## config.mk

```make
export PLATFORM = sky130hd
export DESIGN_NAME = wb_arb_stage
export DESIGN_NICKNAME = d
export VERILOG_FILES = /design/src/rtl/wb_pkg.sv /design/src/rtl/wb_load_ext.sv /design/src/rtl/wb_arb_stage.sv
export SDC_FILE = /design/constraint.sdc
export NUM_CORES = 1
export LEC_CHECK = 0
export BUFFER_PORTS_ARGS = -buffer_cell sky130_fd_sc_hd__buf_4
export CAP_MARGIN = 20
export CORE_ASPECT_RATIO = 1.25
export CORE_MARGIN = 2
export CORE_UTILIZATION = 49
export CTS_CLUSTER_SIZE = 14
export DETAILED_ROUTE_END_ITERATION = 8
export PLACE_DENSITY_LB_ADDON = 0.2
export SYNTH_ARGS = -nofsm -noshare
export SYNTH_HDL_FRONTEND = slang
export SYNTH_HIERARCHICAL = 1
export SYNTH_SLANG_ARGS = --single-unit
export TNS_END_PERCENT = 100
```

## constraint.sdc

```tcl
create_clock -name clk -period 2.43 [get_ports clk]
set_input_delay 0.486 -clock clk [delete_from_list [all_inputs] [get_ports clk]]
set_output_delay 0.486 -clock clk [all_outputs]
set_load 0.01 [all_outputs]
```

## src/rtl/wb_pkg.sv

```systemverilog
// Shared encodings for the writeback stage: result selects, load types and the link offset.
package wb_pkg;

  typedef enum logic [2:0] {
    SEL_ALU   = 3'd0,
    SEL_LOAD  = 3'd1,
    SEL_SHIFT = 3'd2,
    SEL_LINK  = 3'd3,
    SEL_HILO  = 3'd4
  } sel_e;

  typedef enum logic [2:0] {
    LD_W  = 3'd0,
    LD_B  = 3'd1,
    LD_BU = 3'd2,
    LD_H  = 3'd3,
    LD_HU = 3'd4
  } ld_e;

  localparam int unsigned PC_LINK_OFFSET = 8;

endpackage

```

## src/rtl/wb_load_ext.sv

```systemverilog
// Combinational load aligner: picks the addressed byte/half of the loaded word and extends it.
module wb_load_ext
  import wb_pkg::*;
#(
  parameter int unsigned DATA_W = 32
) (
  input  logic [DATA_W-1:0] dm_i,
  input  logic [2:0]        ld_type_i,
  input  logic [1:0]        addr_lo_i,
  output logic [DATA_W-1:0] ext_o
);

  logic [7:0]  byte_sel;
  logic [15:0] half_sel;

  always_comb begin
    byte_sel = dm_i[7:0];
    case (addr_lo_i)
      2'd0:    byte_sel = dm_i[7:0];
      2'd1:    byte_sel = dm_i[15:8];
      2'd2:    byte_sel = dm_i[23:16];
      default: byte_sel = dm_i[31:24];
    endcase
    half_sel = addr_lo_i[1] ? dm_i[31:16] : dm_i[15:0];
  end

  always_comb begin
    ext_o = dm_i;
    case (ld_type_i)
      LD_W:    ext_o = dm_i;
      LD_B:    ext_o = {{(DATA_W-8){byte_sel[7]}}, byte_sel};
      LD_BU:   ext_o = {{(DATA_W-8){1'b0}}, byte_sel};
      LD_H:    ext_o = {{(DATA_W-16){half_sel[15]}}, half_sel};
      LD_HU:   ext_o = {{(DATA_W-16){1'b0}}, half_sel};
      default: ext_o = dm_i;
    endcase
  end

endmodule

```

## src/rtl/wb_arb_stage.sv

```systemverilog
// Registered writeback stage arbitrating the register-file write port between pipeline and MDU.
// Optional simulation trace of every register write when WB_TRACE_EN is defined.
module wb_arb_stage
  import wb_pkg::*;
#(
  parameter int unsigned DATA_W       = 32,
  parameter int unsigned REG_ADDR_W   = 5,
  parameter int unsigned SEL_W        = 3,
  parameter int unsigned STARVE_LIMIT = 4
) (
  input  logic                  clk,
  input  logic                  reset_n,
  input  logic                  m_valid,
  output logic                  m_ready,
  input  logic [DATA_W-1:0]     m_pc,
  input  logic                  m_regw,
  input  logic [REG_ADDR_W-1:0] m_rd,
  input  logic [SEL_W-1:0]      m_sel,
  input  logic [DATA_W-1:0]     m_alu,
  input  logic [DATA_W-1:0]     m_dm,
  input  logic [DATA_W-1:0]     m_shift,
  input  logic [DATA_W-1:0]     m_hilo,
  input  logic [2:0]            m_ld_type,
  input  logic [1:0]            m_addr_lo,
  input  logic                  mdu_valid,
  input  logic [REG_ADDR_W-1:0] mdu_rd,
  input  logic [DATA_W-1:0]     mdu_data,
  output logic                  mdu_ready,
  output logic                  w_we,
  output logic [REG_ADDR_W-1:0] w_waddr,
  output logic [DATA_W-1:0]     w_wdata,
  output logic [DATA_W-1:0]     w_pc,
  output logic                  w_src
);

  localparam int unsigned CntW = (STARVE_LIMIT == 0) ? 1 : $clog2(STARVE_LIMIT + 1);
  localparam logic [CntW-1:0] Limit = CntW'(STARVE_LIMIT);

  logic                  full_q, full_d;
  logic [DATA_W-1:0]     pc_q;
  logic                  regw_q;
  logic [REG_ADDR_W-1:0] rd_q;
  logic [DATA_W-1:0]     data_q;
  logic [CntW-1:0]       starve_q, starve_d;

  logic [DATA_W-1:0]     ld_ext;
  logic [DATA_W-1:0]     res_d;
  logic                  starve_hit;
  logic                  pipe_gnt;
  logic                  mdu_gnt;
  logic                  load;

  wb_load_ext #(
    .DATA_W(DATA_W)
  ) u_load_ext (
    .dm_i      (m_dm),
    .ld_type_i (m_ld_type),
    .addr_lo_i (m_addr_lo),
    .ext_o     (ld_ext)
  );

  always_comb begin
    res_d = '0;
    case (m_sel)
      SEL_W'(SEL_ALU):   res_d = m_alu;
      SEL_W'(SEL_LOAD):  res_d = ld_ext;
      SEL_W'(SEL_SHIFT): res_d = m_shift;
      SEL_W'(SEL_LINK):  res_d = m_pc + DATA_W'(PC_LINK_OFFSET);
      SEL_W'(SEL_HILO):  res_d = m_hilo;
      default:           res_d = '0;
    endcase
  end

  // MDU grant is also gated by reset so the port is silent while reset is held.
  assign starve_hit = (starve_q == Limit);
  assign pipe_gnt   = full_q && !(mdu_valid && starve_hit);
  assign mdu_gnt    = reset_n && mdu_valid && (!full_q || starve_hit);
  assign m_ready    = !full_q || pipe_gnt;
  assign mdu_ready  = mdu_gnt;
  assign load       = m_valid && m_ready;

  always_comb begin
    full_d = full_q;
    if (load) begin
      full_d = 1'b1;
    end else if (pipe_gnt) begin
      full_d = 1'b0;
    end

    starve_d = starve_q;
    if (!mdu_valid || mdu_gnt) begin
      starve_d = '0;
    end else if (!starve_hit) begin
      starve_d = starve_q + CntW'(1);
    end
  end

  always_ff @(posedge clk or negedge reset_n) begin
    if (!reset_n) begin
      full_q   <= 1'b0;
      pc_q     <= '0;
      regw_q   <= 1'b0;
      rd_q     <= '0;
      data_q   <= '0;
      starve_q <= '0;
    end else begin
      full_q   <= full_d;
      starve_q <= starve_d;
      if (load) begin
        pc_q   <= m_pc;
        regw_q <= m_regw;
        rd_q   <= m_rd;
        data_q <= res_d;
      end
    end
  end

  always_comb begin
    w_we    = 1'b0;
    w_waddr = '0;
    w_wdata = '0;
    w_pc    = '0;
    w_src   = 1'b0;
    if (mdu_gnt) begin
      w_we    = (mdu_rd != '0);
      w_waddr = mdu_rd;
      w_wdata = mdu_data;
      w_src   = 1'b1;
    end else if (pipe_gnt) begin
      w_we    = regw_q && (rd_q != '0);
      w_waddr = rd_q;
      w_wdata = data_q;
      w_pc    = pc_q;
    end
  end

`ifdef WB_TRACE_EN
  logic [31:0] retire_cnt_q;

  always_ff @(posedge clk or negedge reset_n) begin
    if (!reset_n) begin
      retire_cnt_q <= '0;
    end else if (pipe_gnt || mdu_gnt) begin
      retire_cnt_q <= retire_cnt_q + 32'd1;
    end
  end

  always_ff @(posedge clk) begin
    if (reset_n && w_we) begin
      $display("@%08h: $%0d <= %08h  [retire %0d]", w_pc, w_waddr, w_wdata,
               retire_cnt_q + 32'd1);
    end
  end
`else
  // Trace disabled: no retire counter and no output.
`endif

endmodule
```

==> results.toml <==
[run_status]
status = "finished clean"

[timing]
fin_skew_ns = 0.00514
min_period_over_period_pct = 99.7
fmax_ghz = 0.413
setup_tns_ns = 0
fin_ws_ns = 0.00834
report.final.hold_viol_count = 0
slew_headroom_pct = 31.4
worst_slew_pin_slew_ns = 1.03
finalSetupViolCount = 0
drv_slew = 0
rsz0062_at_grt = "true"
period_minus_slack_ns = 2.42

[pwr]
p_switching_w = 0.00139
seqPwrFrac_pct = 32.9
pwr-share-comb_pct = 34.7
leakagePower_nw = 4.53
power.density_nw_per_um2 = 472
peakVddDrop_mv = 0.320
p_int_w = 0.00305
p_sw_share_pct = 31.3
clockPowerShare_pct = 32.5

[detailed_routing]
routed_wl_um = 26700
first_iter_violations = 732
drt-pass1-iter-count = 5
viasPerCell = 6.05
routedWlPerCell_um = 21.2
via_count = 7626
final_antenna_net_count = 0
route.detailed.drc = 0

[yosys]
synth_edf_count = 0
ys_async_sr_fraction_pct = 100
synthCells = 797
synth_nets = 1015
yosysSeqAreaShare_pct = 29.0
yosysUniqueCellTypes = 74
avgSynthCellArea_um2 = 8.03
synth_area_um2 = 6400
ys_warn_count = 6
synth_ff_type = "dfrtp_1"
ys_ff_latch = 74

[clock_network]
cts_tree = "built"
root_buffer = "clkbuf_16"
postCtsHoldBufs = 0
numClockSinks = 74
cts_buffer_depth = 2
ctsHtreeMaxLevel = 3
clock_latency_ns = 0.34
cts_made_buffers = 9
clk_pin_slew_worst_paths_ns = 0.06

[finish]
seqCellArea_um2 = 1850
final_common_cell = "buf_4"
multiInputGateArea_um2 = 4190
drive_above_1_share_pct = 36.6
layout.nets = 1306
fillers = 1004
antenna_cells = 0
area_growth_pct = 47.1
layout.cells.non_filler = 1260
mostFrequentLayoutCells = "buf_4, nand2_1, dfrtp_1"

[setup_path]
cp_max_fo = 12
reg2reg_to = "data_q[19]$_DFFE_PN0P_"
timing_worst_setup_path_type = "flop to primary output"
worstPathRequired_ns = 1.94
r2r_start = "starve_q[0]$_DFFE_PN0P_"
r2r_setup_slack_ns = 0.30
start_kind = "flop"
worstPathArrival_ns = 1.94
end_kind = "primary output"
r2r.worst_path.cells = 8

[global_route]
grt.overflow.total = 0
use_met3_pct = 7.27
grt_max_degree = 60
met1_usage_pct = 47.5
top_usage_layer = "met2"
grt_pass1_wl_um = 39700
met2_usage_pct = 59.5
grt_pass1_vias = 7201
antenna_found_initial = 0
grt_use_total_pct = 36.0

[min_path]
hold_class = "input pin to asynchronous set/reset pin"

[floorplanning]
die_height_um = 132
io_pins = 288
start_util_pct = 50.3
die_x_um = 106
placementRows = 46
core-area_um2 = 12700
die_area_um2 = 14000

[place]
gp_congestion = 0.963
hpwlAfterDp_um = 19900
place_ws_ns = -0.0724
port_buffers = 287
placed_cells = 1235

[flow_run]
drv_cap = 0
-- synthesized netlist by cell type (all sizes together) (18+ instances only) --
master    n  area, µm²
a21oi    41        205
a22o     43        377
a22oi    27        203
and2     40        250
buf      31        191
clkbuf   34        129
dfrtp    74       1850
mux2i    29        290
nand2   149        562
nor2     38        143
nor2b    19        119
o21ai    69        345
o221ai   20        175
xnor2    18        158
-- sequential cells by signal, summed over array words and instances (netlist names) --
signal    cells
data_q       32
full_q        1
pc_q         32
rd_q          5
regw_q        1
starve_q      3
-- worst max-delay path by stage --
stage | startpoint | end | slack [ns] | depth (start not counted)
5_1_grt | starve_q[0]$_DFFE_PN0P_ | w_pc[15] | -0.07 | 8
2_1_floorplan | m_addr_lo[1] | data_q[2]$_DFFE_PN0P_ | 0.02 | 7
6_report | starve_q[0]$_DFFE_PN0P_ | w_pc[15] | 0.008 | 8
4_1_cts | starve_q[0]$_DFFE_PN0P_ | w_pc[13] | -0.002 | 7
3_5_place_dp | m_ld_type[1] | data_q[2]$_DFFE_PN0P_ | -0.07 | 9
3_3_place_gp | m_ld_type[1] | data_q[2]$_DFFE_PN0P_ | -0.02 | 9
-- worst max-delay path: stages (launching register included) --
cell and delay [ns]:
dfrtp_1 0.35, inv_1 0.05, ha_2 0.20, and2_4 0.18
a21boi_4 0.23, buf_6 0.16, buf_12 0.14, and2_1 0.16
buf_4 0.13
-- final cells by class --
class	count	area share [%]
multi-input combinational	638	44.5
timing repair buffer	347	29.5
sequential	74	19.7
clock buffer	9	2.39
tap	168	2.23
clock inverter	6	0.984
inverter	18	0.718
-- power groups by stage --
stage,clock network [W],logic [W],registers (W)
after floorplan,0,0.000723,0.00143
after global placement,0,0.00143,0.00147
after detailed placement,0,0.00145,0.00147
after CTS,0.00145,0.00147,0.00145
after global routing,0.00150,0.00165,0.00147
final,0.00144,0.00154,0.00146
-- routing by layer --
layer  part of all wire (%)  up-vias
met5                      0        -
met4                    3.1        0
met3                    9.3       47
met2                     49      425
met1                     38     3680
li1                       -     3474
-- repair_timing --
item,in CTS,in global routing
setup buffers,3,3
gates cloned,1,3
pin swaps,1,6
setup endpoints to repair,67,70
resized for setup,5,26
-- stage by stage --
stage	total power, W	util [%]	hold WS (ns)	cell area (µm²)
detailed placement	0.00291	69.7	0.454	8860
global route	0.00462	74.0	0.181	9410
floorplan	0.00215	-	0.190	6400
global placement	0.00290	69.7	0.450	8860
finish	0.00444	74.0	0.175	9410
CTS	0.00437	72.7	0.163	9250
-- kinds of logic (layout without fill, tap and decap cells) --
group | after synthesis | count (layout) | synth area share [%]
AO/OA/AOI/OAI | 255 | 255 | 27.3
XOR/XNOR | 27 | 27 | 3.70
adder cells (fa/ha/maj) | 3 | 3 | 0.587
buffers and inverters | 85 | 380 | 6.36
flip-flops | 74 | 74 | 29.0
multiplexers | 42 | 42 | 9.00
AND/OR/NAND/NOR | 311 | 311 | 24.1
No activity file was read; power rests on OpenSTA's default activity.
